[src/rtl/toggle_meter_pkg.sv]
// Shared FSM state type and default constants for the toggle period meter.
package toggle_meter_pkg;

  typedef enum logic [1:0] {
    PRIME = 2'd0,
    IDLE  = 2'd1,
    MEAS  = 2'd2
  } meter_state_e;

  localparam int unsigned CNT_W_DEF    = 25;
  localparam int unsigned EXP_HALF_DEF = 25_000_000;
  localparam int unsigned TOL_DEF      = 1_000;
  localparam int unsigned TIMEOUT_DEF  = 30_000_000;
  localparam int unsigned LOCK_CNT_DEF = 4;

  // Synchroniser fill time; an edge seen during this window is an artefact of reset.
  localparam int unsigned PRIME_CYCLES = 3;
  localparam int unsigned LOCK_W       = 4;

endpackage

[src/rtl/sync_edge_det.sv]
// Two-flop synchroniser for an asynchronous level plus a delay flop for toggle detection.
module sync_edge_det (
  input  logic clk_i,
  input  logic rst_ni,
  input  logic sig_i,
  output logic level_o,
  output logic toggle_o
);

  logic s1_q;
  logic s2_q;
  logic s3_q;

  always_ff @(posedge clk_i) begin
    if (!rst_ni) begin
      s1_q <= 1'b0;
      s2_q <= 1'b0;
      s3_q <= 1'b0;
    end else begin
      s1_q <= sig_i;
      s2_q <= s1_q;
      s3_q <= s2_q;
    end
  end

  assign level_o  = s2_q;
  assign toggle_o = s2_q ^ s3_q;

endmodule

[src/rtl/toggle_period_meter.sv]
// Measures sys_clk cycles between toggles of a slow asynchronous signal,
// checks each half-period against a tolerance window, and tracks lock / loss-of-signal.
module toggle_period_meter
  import toggle_meter_pkg::*;
#(
  parameter int unsigned CNT_W       = CNT_W_DEF,
  parameter int unsigned EXP_HALF    = EXP_HALF_DEF,
  parameter int unsigned TOL         = TOL_DEF,
  parameter int unsigned TIMEOUT_MAX = TIMEOUT_DEF,
  parameter int unsigned LOCK_CNT    = LOCK_CNT_DEF
) (
  input  logic             sys_clk,
  input  logic             sys_rst_n,
  input  logic             sig_in,
  output logic             level,
  output logic [CNT_W-1:0] period_out,
  output logic             period_vld,
  output logic             in_range,
  output logic             locked,
  output logic             timeout
);

  localparam logic [CNT_W-1:0]  CNT_ONE    = CNT_W'(1);
  localparam logic [CNT_W-1:0]  PRIME_LAST = CNT_W'(PRIME_CYCLES - 1);
  localparam logic [CNT_W-1:0]  TMO_C      = CNT_W'(TIMEOUT_MAX);
  localparam logic [CNT_W:0]    EXP_C      = (CNT_W+1)'(EXP_HALF);
  localparam logic [CNT_W:0]    TOL_C      = (CNT_W+1)'(TOL);
  localparam logic [CNT_W:0]    LEN_ONE    = (CNT_W+1)'(1);
  localparam logic [LOCK_W-1:0] LOCK_C     = LOCK_W'(LOCK_CNT);
  localparam logic [LOCK_W-1:0] LOCK_ONE   = LOCK_W'(1);

  meter_state_e      state_q, state_d;
  logic [CNT_W-1:0]  cnt_q, cnt_d;
  logic [CNT_W-1:0]  period_q, period_d;
  logic              vld_q, vld_d;
  logic              inr_q, inr_d;
  logic              locked_q, locked_d;
  logic              tmo_q, tmo_d;
  logic [LOCK_W-1:0] lock_cnt_q, lock_cnt_d;

  logic              raw_toggle;
  logic              tog;
  logic [CNT_W:0]    meas_len;
  logic [CNT_W:0]    meas_dev;
  logic              meas_ok;

  sync_edge_det u_sync (
    .clk_i    (sys_clk),
    .rst_ni   (sys_rst_n),
    .sig_i    (sig_in),
    .level_o  (level),
    .toggle_o (raw_toggle)
  );

  assign tog = raw_toggle && (state_q != PRIME);

  // One extra bit keeps cnt+1 and the deviation free of wrap-around.
  assign meas_len = {1'b0, cnt_q} + LEN_ONE;
  assign meas_dev = (meas_len >= EXP_C) ? (meas_len - EXP_C) : (EXP_C - meas_len);
  assign meas_ok  = (meas_dev <= TOL_C);

  always_ff @(posedge sys_clk) begin
    if (!sys_rst_n) begin
      state_q <= PRIME;
    end else begin
      state_q <= state_d;
    end
  end

  always_comb begin
    state_d = state_q;
    unique case (state_q)
      PRIME: if (cnt_q == PRIME_LAST) state_d = IDLE;
      IDLE:  if (tog) state_d = MEAS;
      MEAS:  if (!tog && (cnt_q == TMO_C)) state_d = IDLE;
      default: state_d = PRIME;
    endcase
  end

  always_comb begin
    cnt_d      = cnt_q;
    period_d   = period_q;
    vld_d      = 1'b0;
    inr_d      = inr_q;
    locked_d   = locked_q;
    tmo_d      = 1'b0;
    lock_cnt_d = lock_cnt_q;
    unique case (state_q)
      PRIME: begin
        cnt_d = (cnt_q == PRIME_LAST) ? '0 : cnt_q + CNT_ONE;
      end
      IDLE: begin
        cnt_d = '0;
      end
      MEAS: begin
        // A toggle on the timeout cycle still counts as a valid measurement.
        if (tog) begin
          cnt_d    = '0;
          period_d = meas_len[CNT_W-1:0];
          vld_d    = 1'b1;
          inr_d    = meas_ok;
          if (meas_ok) begin
            if (lock_cnt_q != LOCK_C) lock_cnt_d = lock_cnt_q + LOCK_ONE;
            if (lock_cnt_d == LOCK_C) locked_d = 1'b1;
          end else begin
            lock_cnt_d = '0;
            locked_d   = 1'b0;
          end
        end else if (cnt_q == TMO_C) begin
          cnt_d      = '0;
          tmo_d      = 1'b1;
          locked_d   = 1'b0;
          lock_cnt_d = '0;
        end else begin
          cnt_d = cnt_q + CNT_ONE;
        end
      end
      default: begin
        cnt_d = '0;
      end
    endcase
  end

  always_ff @(posedge sys_clk) begin
    if (!sys_rst_n) begin
      cnt_q      <= '0;
      period_q   <= '0;
      vld_q      <= 1'b0;
      inr_q      <= 1'b0;
      locked_q   <= 1'b0;
      tmo_q      <= 1'b0;
      lock_cnt_q <= '0;
    end else begin
      cnt_q      <= cnt_d;
      period_q   <= period_d;
      vld_q      <= vld_d;
      inr_q      <= inr_d;
      locked_q   <= locked_d;
      tmo_q      <= tmo_d;
      lock_cnt_q <= lock_cnt_d;
    end
  end

  assign period_out = period_q;
  assign period_vld = vld_q;
  assign in_range   = inr_q;
  assign locked     = locked_q;
  assign timeout    = tmo_q;

endmodule

[config.mk]
export PLATFORM = sky130hd
export DESIGN_NAME = toggle_period_meter
export DESIGN_NICKNAME = d
export VERILOG_FILES = /design/src/rtl/toggle_meter_pkg.sv /design/src/rtl/sync_edge_det.sv /design/src/rtl/toggle_period_meter.sv
export SDC_FILE = /design/constraint.sdc
export NUM_CORES = 1
export LEC_CHECK = 0
export BUFFER_PORTS_ARGS = -buffer_cell sky130_fd_sc_hd__buf_2
export CAP_MARGIN = 40
export CORE_MARGIN = 5
export CORE_UTILIZATION = 55
export DETAILED_ROUTE_END_ITERATION = 12
export PLACE_DENSITY = 0.77
export SLEW_MARGIN = 5
export SYNTH_ARGS = -nofsm -noshare
export SYNTH_HDL_FRONTEND = slang
export SYNTH_SLANG_ARGS = --single-unit
[constraint.sdc]
create_clock -name sys_clk -period 7.9 [get_ports sys_clk]
set_input_delay 1.185 -clock sys_clk [delete_from_list [all_inputs] [get_ports sys_clk]]
set_output_delay 1.185 -clock sys_clk [all_outputs]
set_load 0.005 [all_outputs]
# == Word level (Yosys, flattened, before mapping) ==
# Index checks and enable logic that the tools add are counted.
# op_classes
n_reduce_logical,12
n_eq_ne,10
addsub,5
n_lt_le_gt_ge,2
mux,22
n_bitwise,3
# ops
cell,count
two-way mux 25 bit,3
one-hot mux 25 bit (2 select lines),1
two-way mux 4 bit,7
"adder 25 x 1 -> 26 bit, second input constant",1
">= comparator 26 x 25 -> 1 bit, second input constant",1
"<= comparator 26 x 10 -> 1 bit, second input constant",1
two-way mux 26 bit,1
"subtractor 25 x 26 -> 26 bit, first input constant",1
"subtractor 26 x 25 -> 26 bit, second input constant",1
"adder 25 x 1 -> 25 bit, second input constant",1
"== test 25 x 2 -> 1 bit, second input constant",1
"== test 25 bit, second input constant",1
two-way mux 1 bit,6
two-way mux 2 bit,3
"!= test 2 bit, second input constant",3
one-hot mux 2 bit (3 select lines),1
AND reduction 2 bit,3
AND reduction 3 bit,2
"adder 4 x 1 -> 4 bit, second input constant",1
"== test 4 x 3 -> 1 bit, second input constant",1
"!= test 4 x 3 -> 1 bit, second input constant",1
nonzero test 2 bit,2
"!= test 3 x 2 -> 1 bit, second input constant",1
OR reduction 3 bit,1
other kinds (7),9
# word_totals
wordCells,65
input_bits,3
register_bits,63
out_inout_bits,30

# == Depth between registers and ports, before layout ==
# Gate-level depths: netlist of the first run.
# depth
word_depth,11
ltp_mapped,18
depth_no_buf,16

# == Modules after synthesis ==
# Synthesis of the first run repeated with hierarchy kept, for this count alone.
# hier_totals
hier_cells,568
area_unflattened_um2,4695.8
# modules_own_cells
mod,n_inst,seq_area_each_um2,cells_each,area_per_inst_um2
toggle_period_meter,1,1201.2,561,4606.9
sync_edge_det,1,60.1,7,88.8

# == Worst setup path before layout of the first run ==
# Ideal clock, no wire load.
# synth_path
kind,register to register
startpoint,register cnt_q[0]
endpoint,register lock_cnt_q[2]
arrival_time_ps,3958
slack_ps,3862
required_ps,7821
path_stages_with_launch,16
cell_sequence,dfxtp_1 nand4_1 or2_2 clkbuf_1 xor2_1 ha_1 nand3_1 or4b_1 or4_4 and2_4 mux2_4 nand3b_1 and4b_1 buf_4 o21ai_2 a211oi_2
# synth_between
elab_chain_cells,6
# synth_rtl
element,line,text
"start, declared",toggle_period_meter.sv:33,"logic [CNT_W-1:0] cnt_q, cnt_d;"
"start signal, assigned",toggle_period_meter.sv:134,cnt_q <= cnt_d;
adder 25 x 1 -> 26 bit,toggle_period_meter.sv:58,"assign meas_len = {1'b0, cnt_q} + LEN_ONE;"
subtractor 25 x 26 -> 26 bit (tied with other cells),toggle_period_meter.sv:59,assign meas_dev = (meas_len >= EXP_C) ? (meas_len - EXP_C) : (EXP_C - meas_len);
two-way mux 26 bit,toggle_period_meter.sv:59,
<= comparator 26 x 10 -> 1 bit,toggle_period_meter.sv:60,assign meas_ok = (meas_dev <= TOL_C);
two-way mux 4 bit,toggle_period_meter.sv:102,if (meas_ok) begin
two-way mux 4 bit,toggle_period_meter.sv:97,if (tog) begin
"end signal, assigned",toggle_period_meter.sv:140,lock_cnt_q <= lock_cnt_d;
"end, declared",toggle_period_meter.sv:39,"logic [LOCK_W-1:0] lock_cnt_q, lock_cnt_d;"
# Parallel ways exist; a longest one is shown, timed or not.
# A chain may end at the register's enable or synchronous reset.

# == Final worst setup path of the first run ==
# Same ends and word-level chain as after synthesis.

==> impl_metrics.toml, run 1 <==
[synthesis]
synth.area.top_cells = "dfxtp_1, a21oi_1, nor2_1"
avgSynthCellArea_um2 = 7.51
ys_seq_area_frac = 0.292
ys_types = 68
ys_ff_latch = 63
yosys.area.top_type_share = 0.292
yosys.area.top_type = "dfxtp_1"
ys.flop_type = "dfxtp_1"
synth-edff-count = 0
netlist_area_um2 = 4330
yosysWarnings = 0
syn-num-nets = 587
ys_async_sr_fraction = 0
synthCells = 576

[place]
post-place-ws_ps = 3180
dpl.hpwl_um = 9560
placed_area_um2 = 4480
globalplace.congestion = 0.979
port_buffers = 32

[worst_hold_path]
hp-class = "register to register"
hold_path_depth = 1

[cells_and_area]
drive_gt1_frac = 0.120
diodes = 0
nNetsFinal = 597
mostFrequentLayoutCell = "nor2_1"
stdcell_area_um2 = 4690
syn2layout_area_growth_pct = 8.53
final_cell_mix = "nor2_1, a21oi_1, dfxtp_1, nand2_1, buf_2"
fillerInstances = 753

[critical_path]
required_ps = 8160
cp.depth = 14
cp_cell_sequence = "ha_1 -> and4_1 -> nand2_1 -> xor2_1 -> ha_1 -> nand3_1 -> a311o_1 -> a31o_2 -> a2111oi_0 -> a211oi_1 -> nor4_1 -> and4b_1 -> o21ai_2 -> a211oi_2"
crit_slowest_cell = "xor2_1"
cp_common_cell = "ha_1"
cp_num_buf_inv = 0
cp_data_arrival_time_ps = 5080
path_max_fanout = 10
cp-start-kind = "register"
worstRegToRegCells = 14
critPathKind = "register to register"
cp_slowest_stage_delay_ps = 580
crit_family = "compound AO/OA/AOI/OAI gates"
critPathCaptureType = "register"

[clocking]
cts_max_level = 3
post_cts_buffers = 0
ctsResizeCount = 0
clk_latency_ps = 340
cts_sinks = 63
clockRootBuffer = "clkbuf_8"
cts_buffer_depth = 2
hold_buffers = 0
clk_pin_slew_ps = 70
cts_buffers = 9
cts_tree = "built"

[global_route]
antenna_found_initial = 0
first_global_vias = 4043
grt_usage = 0.266
grt_start_max_net_pins = 34
grt_pass1_wl_um = 20800
gr-total-overflow = 0

[routing]
wl_per_cell_um = 18.7
firstDrtPassIters = 5
dr_wl_met2_um = 6010
via_count = 4472
ant_nets = 0
wl_met3_um = 930
topRoutingLayerUsed = "met4"
wl_met1_um = 5630
drc = 0
drt_iter0_markers = 405
viasPerCell = 6.46
routed_wl_um = 12900

[power_and_ir_drop]
leakagePower_nw = 1.84
p_per_area_nw_per_um2 = 162
vdd_ir_drop_max_uv = 130

[timing]
finalSetupTns_ps = 0
rsz0062_at_grt = "false"
setup_viol = 0
min_period_ps = 4820
fin_crit_sh = 0.610
finClkSkew_ps = 12.3
fmax_ghz = 0.207
slew_headroom = 0.378
worst_slack_ps = 3080
finalHoldViolations = 0
tightest_slew_ps = 925
maxSlewViolCount = 0

[die]
ioPinCount = 33
initial_utilization = 0.563
rows = 32
dieWidth_um = 98.7
die_area_um2 = 9740
die_y_um = 98.7
core_area_um2 = 7690

[run]
max-cap-violations = 0

[run_status]
outcome = "finished, final reports clean"
==> Yosys cell counts (all sizes together) (7+ instances only) <==
cell type,instances
xnor2,24
a21oi,68
and2,7
nor2,69
mux2i,7
ha,8
dfxtp,63
nor4,22
a211oi,10
clkbuf,27
nor2b,8
nand2,47
and3,11
nand3,25
buf,9
xor2,16
o21ai,23
or3,8
nor3,19
inv,14
nand4,18
==> state kept, by name (all words and copies together), names as in the netlist <==
signal          flops
locked              1
state_q             2
u_sync.level_o      1
u_sync.s3_q         1
cnt_q              25
u_sync.s1_q         1
in_range            1
timeout             1
period_out         25
lock_cnt_q          4
period_vld          1
==> stage by stage <==
step	hold slack, ps	power (W)	utilization	instances
2_1_floorplan	412	0.000427	-	576
3_3_place_gp	420	0.000450	0.582	676
3_5_place_dp	428	0.000454	0.583	677
4_1_cts	457	0.000765	0.611	692
5_1_grt	492	0.000799	0.611	692
6_report	457	0.000762	0.611	692
==> cells by family (layout without fill, tap and decap cells) <==
family	after synthesis	in the layout	share of synthesized area
compound gates	149	149	0.217
xor+xnor	40	40	0.0827
fa+ha+maj	8	8	0.0231
buf+inv	50	64	0.0474
flops	63	63	0.292
mux	8	8	0.0197
simple gates	258	258	0.318
==> power by group <==
| group | switching (W) | leakage (nW) | internal (W) | total (W) |
|---|---|---|---|---|
| Sequential | 0.0000169 | 0.508 | 0.000328 | 0.000345 |
| Combinational | 0.0000710 | 1.23 | 0.0000321 | 0.000103 |
| Clock | 0.000131 | 0.109 | 0.000184 | 0.000315 |
| Total | 0.000219 | 1.84 | 0.000544 | 0.000762 |
==> worst register-to-register path, stage by stage, from the launching register on <==
cell and delay (ps):
dfxtp_1 460, ha_1 430, and4_1 340, nand2_1 90, xor2_1 580, ha_1 370
nand3_1 200, a311o_1 490, a31o_2 270, a2111oi_0 390, a211oi_1 130, nor4_1 290
and4b_1 390, o21ai_2 100, a211oi_2 210
==> per-layer routing <==
metal,GRT usage,vias up
met5,0,-
met4,0.103,0
met3,0.0538,34
met2,0.433,181
met1,0.346,2129
li1,-,2128
==> cell type report <==
type                       count  area, um2  area share
multi-input combinational    463       2860       0.609
clock buffer                  11        141      0.0301
inverter                      14       52.6      0.0112
clock inverter                 4       70.1      0.0149
tap                          102        128      0.0272
timing repair buffer          35        183      0.0389
sequential                    63       1260       0.269
==> final timing paths <==
| check | from | endpoint | slack (ps) |
|---|---|---|---|
| worst max-delay path | cnt_q[0] | lock_cnt_q[2] | 3080 |
| worst min-delay path | u_sync.s1_q | u_sync.level_o | 460 |
| worst max register to register | cnt_q[0] | lock_cnt_q[2] | 3080 |
| worst min register to register | u_sync.s1_q | u_sync.level_o | 460 |
Power figures use the tool's default switching activity.
==> run 2: changes to the inputs <==
- clock period: 7.9 -> 4.45 ns (I/O delays scaled with it)
==> run 2 against run 1 <==
Effect of this change:
- hold slack better by 14 ps
- die area unchanged
- global-route usage up 0.27 points
- highest routed layer unchanged
- critical path type unchanged
- total power grew 78%
- utilization grew 3.5 points
- largest power group unchanged
- first-iteration DRC count shrank 11%
- wire length grew 2.1%
- setup slack got worse by 2900 ps
- fmax grew 13%
- largest cell class unchanged
- sequential cell count is the same
- sequential share of layout area decreased by 1.5 points
- register-to-register slack worse by 2900 ps
==> impl_metrics.toml, run 2 (synthesized netlist as in run 1, its figures left out) <==
[run_status]
outcome = "finished, final reports clean"

[power_and_ir_drop]
p_clk_frac = 0.378
p_int_w = 0.000948
power_switching_w = 0.000411
leakagePower_nw = 2.00
vdd_ir_drop_max_uv = 256
comb_power_share = 0.183
sequentialPowerShare = 0.440
p_total_w = 0.00136
p_sw_frac = 0.302
p_per_area_nw_per_um2 = 274

[worst_hold_path]
hold_path_depth = 1
worstHoldStart = "u_sync.s1_q"
holdPathEnd = "u_sync.level_o"
hp-class = "register to register"

[routing]
ant_nets = 0
firstDrtPassIters = 6
drc = 0
drt_iter0_markers = 360
viasPerCell = 6.36
routed_wl_um = 13200
wl_per_cell_um = 18.2
via_count = 4617

[timing]
maxSlewViolCount = 0
finalSetupTns_ps = 0
slew_headroom = 0.411
fin_crit_sh = 0.959
finalHoldViolations = 0
min_period_ps = 4270
finClkSkew_ps = 5.99
setup_viol = 0
tightest_slew_ps = 880
fmax_ghz = 0.234
rsz0062_at_grt = "false"

[die]
initial_utilization = 0.563
rows = 32
dieWidth_um = 98.7
die_y_um = 98.7
ioPinCount = 33
die_area_um2 = 9740
core_area_um2 = 7690

[place]
port_buffers = 32
dpl.hpwl_um = 9930
globalplace.congestion = 0.966

[cells_and_area]
diodes = 0
mostFrequentLayoutCell = "nor2_1"
syn2layout_area_growth_pct = 14.8
final_cell_mix = "nor2_1, a21oi_1, dfxtp_1, nand2_1, buf_4"
nNetsFinal = 630
drive_gt1_frac = 0.173

[critical_path]
r2r-start = "cnt_q[1]"
path_max_fanout = 10
worst-r2r-setup-slack_ps = 180
cp-start-kind = "register"
worstRegToRegCells = 13
timing.rr.end = "lock_cnt_q[2]"
cp_data_arrival_time_ps = 4540
required_ps = 4730
critPathCaptureType = "register"
critPathKind = "register to register"

[clocking]
cts_max_level = 3
clockRootBuffer = "clkbuf_8"
post_cts_buffers = 0
clk_pin_slew_ps = 80
clk_latency_ps = 350
cts_sinks = 63
cts_buffers = 9
cts_buffer_depth = 2
cts_tree = "built"

[global_route]
grt_pass1_wl_um = 21400
grt_usage = 0.268
grt_start_max_net_pins = 34
gr-total-overflow = 0
first_global_vias = 4321
antenna_found_initial = 0

[run]
max-cap-violations = 0
run 2: how the worst max path moves through the flow:
stage	start	to	slack (ps)
CTS	cnt_q[0]	lock_cnt_q[2]	160
floorplan	cnt_q[0]	lock_cnt_q[2]	410
global route	cnt_q[0]	lock_cnt_q[2]	3
detailed placement	cnt_q[0]	lock_cnt_q[2]	200
finish	cnt_q[1]	lock_cnt_q[2]	180
global placement	cnt_q[8]	lock_cnt_q[2]	340
run 2: layout make-up:
cell class	count	area, um2
multi-input cells	463	2870
flip-flops and latches	63	1260
inverters	14	52.6
clock buffers	11	141
repair buffers	68	450
fillers	696	2720
clock inverters	5	57.6
well taps	102	128
run 2: timing repair:
action / in CTS / in global routing
hold buffers: 0 / 0
resized for setup: 0 / 3
setup endpoints to repair: 0 / 4
run 2: metal layers:
| layer | vias up | track usage | routed length, um |
|---|---|---|---|
| li1 | 2191 | - | - |
| met1 | 2195 | 0.344 | 5800 |
| met2 | 197 | 0.444 | 6310 |
| met3 | 34 | 0.0488 | 732 |
| met4 | 0 | 0.110 | 366 |
| met5 | - | 0 | 0 |
run 2: critical path, cell delays in order (launching register included):
cell      delay, ps
dfxtp_1         340
ha_1            390
nand4_4         190
nor4_2          420
xor2_1          250
nand4_1         200
or4b_1          620
or4_4           510
and2_4          160
mux2_4          290
nand3b_1        150
and4b_2         370
o21ai_2          80
a211oi_2        200
run 2: power groups by stage:
stage               registers [W]  logic (W)  clock network [W]
global route             0.000600   0.000275           0.000549
floorplan                0.000616   0.000142                  0
global placement         0.000609   0.000207                  0
finish                   0.000598   0.000249           0.000513
detailed placement       0.000610   0.000246                  0
CTS                      0.000597   0.000248           0.000523
run 2: through the flow:
stage / setup WS [ps] / instance area [um2] / hold slack [ps] / util / std cells
2_1_floorplan: 412 / 4330 / 412 / - / 576
3_3_place_gp: 338 / 4720 / 423 / 0.614 / 709
3_5_place_dp: 205 / 4750 / 454 / 0.618 / 710
4_1_cts: 163 / 4950 / 476 / 0.644 / 726
5_1_grt: 2.86 / 4960 / 498 / 0.646 / 726
6_report: 181 / 4960 / 472 / 0.646 / 726
